File: config.mk
export PLATFORM = sky130hd
export DESIGN_NAME = video_timing_gen
export DESIGN_NICKNAME = d
export VERILOG_FILES = /design/src/rtl/video_timing_gen.sv
export SDC_FILE = /design/constraint.sdc
export NUM_CORES = 1
export LEC_CHECK = 0
export BUFFER_PORTS_ARGS = -buffer_cell sky130_fd_sc_hd__buf_2
export CAP_MARGIN = 10
export CORE_ASPECT_RATIO = 0.7
export CORE_MARGIN = 5
export CORE_UTILIZATION = 60
export CTS_CLUSTER_SIZE = 14
export DETAILED_ROUTE_END_ITERATION = 6
export PLACE_DENSITY = 0.85
export RECOVER_POWER = 50
export SLEW_MARGIN = 0
export SYNTH_ARGS = -nofsm -noshare
export SYNTH_HDL_FRONTEND = slang
export SYNTH_SLANG_ARGS = --single-unit
File: constraint.sdc
create_clock -name clk -period 10.8 [get_ports clk]
set_input_delay 1.08 -clock clk [delete_from_list [all_inputs] [get_ports clk]]
set_output_delay 1.08 -clock clk [all_outputs]
set_load 0.02 [all_outputs]
File: src/rtl/video_timing_gen.sv
// Raster timing generator: pixel enable, syncs, blanking, data enable and coordinates.
// A new timing is checked on offer, held in a shadow register and applied at the frame wrap.
module video_timing_gen #(
    parameter int CW       = 12,
    parameter int H_ACTIVE = 640,
    parameter int H_FP     = 16,
    parameter int H_SYNC   = 96,
    parameter int H_BP     = 48,
    parameter int V_ACTIVE = 480,
    parameter int V_FP     = 10,
    parameter int V_SYNC   = 2,
    parameter int V_BP     = 33,
    parameter int HS_POL   = 0,
    parameter int VS_POL   = 0,
    parameter int CE_DIV   = 1
) (
    input  logic          clk,
    input  logic          rst_n,
    input  logic          cfg_valid,
    output logic          cfg_ready,
    input  logic [CW-1:0] cfg_h_active,
    input  logic [CW-1:0] cfg_hs_start,
    input  logic [CW-1:0] cfg_hs_end,
    input  logic [CW-1:0] cfg_h_total,
    input  logic [CW-1:0] cfg_v_active,
    input  logic [CW-1:0] cfg_vs_start,
    input  logic [CW-1:0] cfg_vs_end,
    input  logic [CW-1:0] cfg_v_total,
    output logic          cfg_err,
    output logic          ce_pix,
    output logic          hs,
    output logic          vs,
    output logic          de,
    output logic          hblank,
    output logic          vblank,
    output logic [CW-1:0] x,
    output logic [CW-1:0] y,
    output logic          sof
);

    localparam int H_TOTAL  = H_ACTIVE + H_FP + H_SYNC + H_BP;
    localparam int HS_START = H_ACTIVE + H_FP;
    localparam int HS_END   = HS_START + H_SYNC;
    localparam int V_TOTAL  = V_ACTIVE + V_FP + V_SYNC + V_BP;
    localparam int VS_START = V_ACTIVE + V_FP;
    localparam int VS_END   = VS_START + V_SYNC;

    localparam int DW = (CE_DIV > 1) ? $clog2(CE_DIV) : 1;
    localparam logic [DW-1:0] DIV_LAST = DW'(CE_DIV - 1);

    localparam logic HS_ON = (HS_POL != 0);
    localparam logic VS_ON = (VS_POL != 0);

    typedef struct packed {
        logic [CW-1:0] h_active;
        logic [CW-1:0] hs_start;
        logic [CW-1:0] hs_end;
        logic [CW-1:0] h_total;
        logic [CW-1:0] v_active;
        logic [CW-1:0] vs_start;
        logic [CW-1:0] vs_end;
        logic [CW-1:0] v_total;
    } timing_t;

    localparam timing_t DEFAULT_TIMING = '{
        h_active: CW'(H_ACTIVE),
        hs_start: CW'(HS_START),
        hs_end:   CW'(HS_END),
        h_total:  CW'(H_TOTAL),
        v_active: CW'(V_ACTIVE),
        vs_start: CW'(VS_START),
        vs_end:   CW'(VS_END),
        v_total:  CW'(V_TOTAL)
    };

    // One axis of a timing is usable only if the active region and sync window fit in the total.
    function automatic logic axis_ok(input logic [CW-1:0] active,
                                     input logic [CW-1:0] s_start,
                                     input logic [CW-1:0] s_end,
                                     input logic [CW-1:0] total);
        return (total >= CW'(2)) && (active >= CW'(1)) && (active < total) &&
               (s_start < s_end) && (s_end <= total);
    endfunction

    logic [DW-1:0] div_q, div_d;
    logic [CW-1:0] h_q, h_d;
    logic [CW-1:0] v_q, v_d;
    timing_t       act_q, act_d;
    timing_t       shadow_q, shadow_d;
    logic          pending_q, pending_d;
    logic          apply_q, apply_d;
    logic          cfg_ready_q, cfg_ready_d;
    logic          cfg_err_q, cfg_err_d;
    logic          ce_pix_q, ce_pix_d;
    logic          hs_q, hs_d;
    logic          vs_q, vs_d;
    logic          de_q, de_d;
    logic          hblank_q, hblank_d;
    logic          vblank_q, vblank_d;
    logic [CW-1:0] x_q, x_d;
    logic [CW-1:0] y_q, y_d;
    logic          sof_q, sof_d;

    timing_t cfg_in_s;
    logic    cfg_ok_s;
    logic    offer_s;
    logic    capture_s;
    logic    ce_s;
    logic    line_end_s;
    logic    frame_end_s;
    logic    wrap_s;

    // Offer qualification and raster position events.
    always_comb begin
        cfg_in_s = '{
            h_active: cfg_h_active,
            hs_start: cfg_hs_start,
            hs_end:   cfg_hs_end,
            h_total:  cfg_h_total,
            v_active: cfg_v_active,
            vs_start: cfg_vs_start,
            vs_end:   cfg_vs_end,
            v_total:  cfg_v_total
        };
        cfg_ok_s    = axis_ok(cfg_h_active, cfg_hs_start, cfg_hs_end, cfg_h_total) &&
                      axis_ok(cfg_v_active, cfg_vs_start, cfg_vs_end, cfg_v_total);
        offer_s     = cfg_valid && cfg_ready_q;
        capture_s   = offer_s && cfg_ok_s;
        ce_s        = (div_q == DW'(0));
        line_end_s  = (h_q == (act_q.h_total - CW'(1)));
        frame_end_s = (v_q == (act_q.v_total - CW'(1)));
        wrap_s      = ce_s && line_end_s && frame_end_s;
    end

    // Next-state: divider, position, timing/shadow handshake and the registered decode.
    always_comb begin
        div_d       = div_q;
        h_d         = h_q;
        v_d         = v_q;
        act_d       = act_q;
        shadow_d    = shadow_q;
        pending_d   = pending_q;
        apply_d     = 1'b0;
        cfg_err_d   = 1'b0;
        ce_pix_d    = ce_s;
        hs_d        = hs_q;
        vs_d        = vs_q;
        de_d        = de_q;
        hblank_d    = hblank_q;
        vblank_d    = vblank_q;
        x_d         = x_q;
        y_d         = y_q;
        sof_d       = 1'b0;

        if (div_q == DIV_LAST) begin
            div_d = DW'(0);
        end else begin
            div_d = div_q + DW'(1);
        end

        if (ce_s) begin
            x_d      = h_q;
            y_d      = v_q;
            hblank_d = (h_q >= act_q.h_active);
            vblank_d = (v_q >= act_q.v_active);
            de_d     = (h_q < act_q.h_active) && (v_q < act_q.v_active);
            hs_d     = ((h_q >= act_q.hs_start) && (h_q < act_q.hs_end)) ? HS_ON : ~HS_ON;
            vs_d     = ((v_q >= act_q.vs_start) && (v_q < act_q.vs_end)) ? VS_ON : ~VS_ON;
            sof_d    = (h_q == CW'(0)) && (v_q == CW'(0));

            if (line_end_s) begin
                h_d = CW'(0);
                if (frame_end_s) begin
                    v_d = CW'(0);
                end else begin
                    v_d = v_q + CW'(1);
                end
            end else begin
                h_d = h_q + CW'(1);
            end
        end else begin
            sof_d = 1'b0;
        end

        // The in-flight frame finishes on the old timing; the shadow only lands at the wrap.
        if (wrap_s && pending_q) begin
            act_d     = shadow_q;
            pending_d = 1'b0;
            apply_d   = 1'b1;
        end else begin
            apply_d   = 1'b0;
        end

        if (capture_s) begin
            shadow_d  = cfg_in_s;
            pending_d = 1'b1;
        end else begin
            cfg_err_d = offer_s;
        end

        cfg_ready_d = ~pending_d && ~apply_d;
    end

    // State and output registers with synchronous active-low reset.
    always_ff @(posedge clk) begin
        if (!rst_n) begin
            div_q       <= DW'(0);
            h_q         <= CW'(0);
            v_q         <= CW'(0);
            act_q       <= DEFAULT_TIMING;
            shadow_q    <= '0;
            pending_q   <= 1'b0;
            apply_q     <= 1'b0;
            cfg_ready_q <= 1'b0;
            cfg_err_q   <= 1'b0;
            ce_pix_q    <= 1'b0;
            hs_q        <= ~HS_ON;
            vs_q        <= ~VS_ON;
            de_q        <= 1'b0;
            hblank_q    <= 1'b0;
            vblank_q    <= 1'b0;
            x_q         <= CW'(0);
            y_q         <= CW'(0);
            sof_q       <= 1'b0;
        end else begin
            div_q       <= div_d;
            h_q         <= h_d;
            v_q         <= v_d;
            act_q       <= act_d;
            shadow_q    <= shadow_d;
            pending_q   <= pending_d;
            apply_q     <= apply_d;
            cfg_ready_q <= cfg_ready_d;
            cfg_err_q   <= cfg_err_d;
            ce_pix_q    <= ce_pix_d;
            hs_q        <= hs_d;
            vs_q        <= vs_d;
            de_q        <= de_d;
            hblank_q    <= hblank_d;
            vblank_q    <= vblank_d;
            x_q         <= x_d;
            y_q         <= y_d;
            sof_q       <= sof_d;
        end
    end

    assign cfg_ready = cfg_ready_q;
    assign cfg_err   = cfg_err_q;
    assign ce_pix    = ce_pix_q;
    assign hs        = hs_q;
    assign vs        = vs_q;
    assign de        = de_q;
    assign hblank    = hblank_q;
    assign vblank    = vblank_q;
    assign x         = x_q;
    assign y         = y_q;
    assign sof       = sof_q;

endmodule

==> reports/qor.csv <==
stage,metric,value,unit
placement,gp_congestion,0.960,
global_route,grt_usage,29.8,%
power,cellPowerDensity,133,mW/mm^2
die,initial_core_util,61.3,%
timing,hold_viol,0,
setup_path,r2r_start,act_q[53],
setup_path,r2r_setup_slack,4.95,ns
yosys,synth-edff-count,0,
cts,clk_pin_slew,0.06,ns
min_path,hold_class,flip-flop to flip-flop,
timing,fin_tns_setup,0,ns
routing,routedWlPerCell,20.2,um
cells_and_area,fin_area,0.0154,mm^2
global_route,grt_pass1_wl,63.2,mm
timing,setup_viol,0,
setup_path,regToRegEndpoint,act_q[28],
routing,drt.antenna.violating_nets,0,
yosys,yosysSeqAreaShare,36.0,%
cts,cts_resized,0,
placement,io_buffers,131,
run_status,failed_checks,"DRC, capacitance limit, slew limit",
setup_path,worstPathMaxFanout,100,
timing,rsz0062_at_grt,no,
min_path,worstHoldEndpoint,cfg_ready,
routing,wirelength,40.0,mm
setup_path,slowest_delay,3.33,ns
placement,place_area,0.0146,mm^2
yosys,syn_nets,1850,
cts,clk_latency,0.54,ns
routing,drt_iter0_markers,1656,
placement,dp_hpwl,28.6,mm
yosys,synth-main-ff-cell,dfxtp_1,
global_route,grt_max_degree,101,
timing,relSlewSlack,-93.6,%
cts,numCtsBuffers,25,
routing,wl_met3,4.98,mm
yosys,syn-cell-area,0.0140,mm^2
die,dieArea,0.0265,mm^2
cts,cts_hold_buf,0,
die,core_area,0.0228,mm^2
routing,drt-met1-wl,19.0,mm
yosys,ys_seq_elements,251,
cts,cts-root-buf,clkbuf_16,
min_path,hold_start,pending_q,
die,io_pins,132,
routing,firstDrtPassIters,7,
die,die_w,192,um
cells_and_area,n_antenna_cell,0,
cts,cts_setup_buffers,0,
setup_path,crit_chain,clkbuf_1 > clkinvlp_2 > buf_4 > a21oi_1,
cells_and_area,final_layout_size_suffix_gt1_share,9.71,%
timing,fin_crit_sh,66.3,%
min_path,holdPathStages,1,
global_route,grt-ovfl-total,0,
cells_and_area,area_growth,10.3,%
routing,met2_wirelength,15.1,mm
power,leakage,6.28,nW
routing,avgViaCountPerCell,6.38,
yosys,netlist-cell-type-count,63,
setup_path,end_kind,flip-flop,
cts,cts_tree,built,
cells_and_area,fillCellCount,1792,
setup_path,critical_path_class,input port to flip-flop,
setup_path,cp.required,11.25,ns
cts,cts_max_level,1,
setup_path,r2r_cells,10,
cells_and_area,layout.nets,1895,
routing,dr.max_layer_used,met4,
yosys,async_reset_ff_share,0,%
timing,tightest_slew,2.89,ns
timing,finalClockSkew,0.0181,ns
setup_path,cp_slowest_cell,clkinvlp_2,
global_route,grt_pass1_vias,11500,
run,max_cap_viol_count,3,
global_route,antenna_found_initial,0,
yosys,yosysWarnings,0,
timing,fmax,0.140,GHz
die,die_h,138,um
cts,cts_sinks,251,
yosys,avgSynthCellArea,8.70,um^2
timing,fin_crit,7.17,ns
run_status,status,"finished, violations left",
timing,slew_violations,137,
routing,vias,12600,
setup_path,cp_data_arrival_time,7.61,ns
yosys,netlist_instances,1607,
cts,clockBufferDepth,3,
routing,drc,4,
power,max-vdd-ir-drop,93.4,uV
die,rows,46,
setup_path,crit_path_start_kind,input port,
## through the flow
stage	setup WS (ns)	instances	power, mW	util, %	hold WS (ns)
2_1_floorplan	6.98	1607	1.08	-	0.401
3_3_place_gp	6.16	1937	1.15	64.1	0.410
3_5_place_dp	6.02	1937	1.15	64.1	0.415
4_1_cts	5.99	1980	2.06	67.9	0.421
5_1_grt	3.01	1980	2.12	67.6	0.458
6_report	3.63	1980	2.06	67.6	0.423
## cells in the mapped netlist (32+ instances only)
cell | count | area share [%]
nand4_1 | 125 | 5.6
nor2_1 | 140 | 3.8
xnor2_1 | 32 | 2.0
o211ai_1 | 32 | 1.7
a21o_1 | 41 | 2.2
ha_1 | 144 | 13
dfxtp_1 | 251 | 36
mux2i_1 | 94 | 6.7
inv_1 | 127 | 3.4
o31ai_1 | 99 | 5.3
a21oi_1 | 125 | 4.5
clkbuf_1 | 100 | 2.7
nand2_1 | 56 | 1.5
## worst max-delay path by stage
| stage | from | end | slack [ns] | cells past startpoint |
|---|---|---|---|---|
| 6_report | rst_n | shadow_q[32] | 3.63 | 4 |
| 5_1_grt | rst_n | shadow_q[32] | 3.01 | 4 |
| 4_1_cts | act_q[53] | act_q[45] | 5.99 | 10 |
| 3_5_place_dp | act_q[53] | act_q[24] | 6.02 | 10 |
| 3_3_place_gp | act_q[53] | act_q[3] | 6.16 | 10 |
| 2_1_floorplan | cfg_h_total[11] | shadow_q[85] | 6.98 | 12 |
## layout by cell type (no fill, tap or decap), types with 32 or more instances in the layout
cell / Yosys / layout
a21o_1: 41 / 41
a21oi_1: 125 / 125
buf_2: 6 / 97
clkbuf_1: 100 / 39
dfxtp_1: 251 / 250
ha_1: 144 / 144
inv_1: 127 / 127
mux2i_1: 94 / 94
nand2_1: 56 / 55
nand4_1: 125 / 125
nor2_1: 140 / 139
o211ai_1: 32 / 32
o31ai_1: 99 / 99
xnor2_1: 32 / 32
## critical path, delay by kind of cell
kind / cells / cell delay [ns]
compound gates: 1 / 0.27
buf+inv: 3 / 6.16
## routing by layer
layer | global-route usage, % | vias up
met3 | 7.07 | 79
met5 | 0 | -
met1 | 48.2 | 5947
met4 | 6.61 | 0
li1 | - | 5920
met2 | 39.0 | 691
## kinds of logic (layout without fill, tap and decap cells)
kind of cell / Yosys count / in the layout / share of synthesized area [%]
multiplexers: 94 / 94 / 6.73
adder cells (fa/ha/maj): 144 / 144 / 12.9
XOR/XNOR: 55 / 55 / 3.55
flip-flops: 251 / 251 / 36.0
other: 1 / 1 / 0.0268
AO/OA/AOI/OAI: 375 / 375 / 17.9
buffers and inverters: 252 / 313 / 7.14
AND/OR/NAND/NOR: 435 / 435 / 15.8
## power breakdown
group          internal (mW)  total [mW]  switching [mW]  leakage (nW)
registers              0.933       0.941         0.00812          2.03
logic                 0.0586       0.196           0.137          3.82
clock network          0.550       0.918           0.368         0.428
total                   1.54        2.06           0.513          6.28
## flip-flops by register name, indices dropped and copies added (netlist names), 12 cells and up
signal,flops
act_q,96
h_q,12
shadow_q,96
v_q,12
x,12
y,12
## cell type report
type,count,area [um^2],area share (%)
Clock buffer,33,696,4.51
Sequential cell,251,5030,32.6
Tap cell,312,390,2.53
Timing Repair Buffer,142,692,4.49
Inverter,128,482,3.12
Multi-Input combinational cell,1104,7960,51.7
Clock inverter,10,169,1.10
Power figures use the tool's default switching activity.
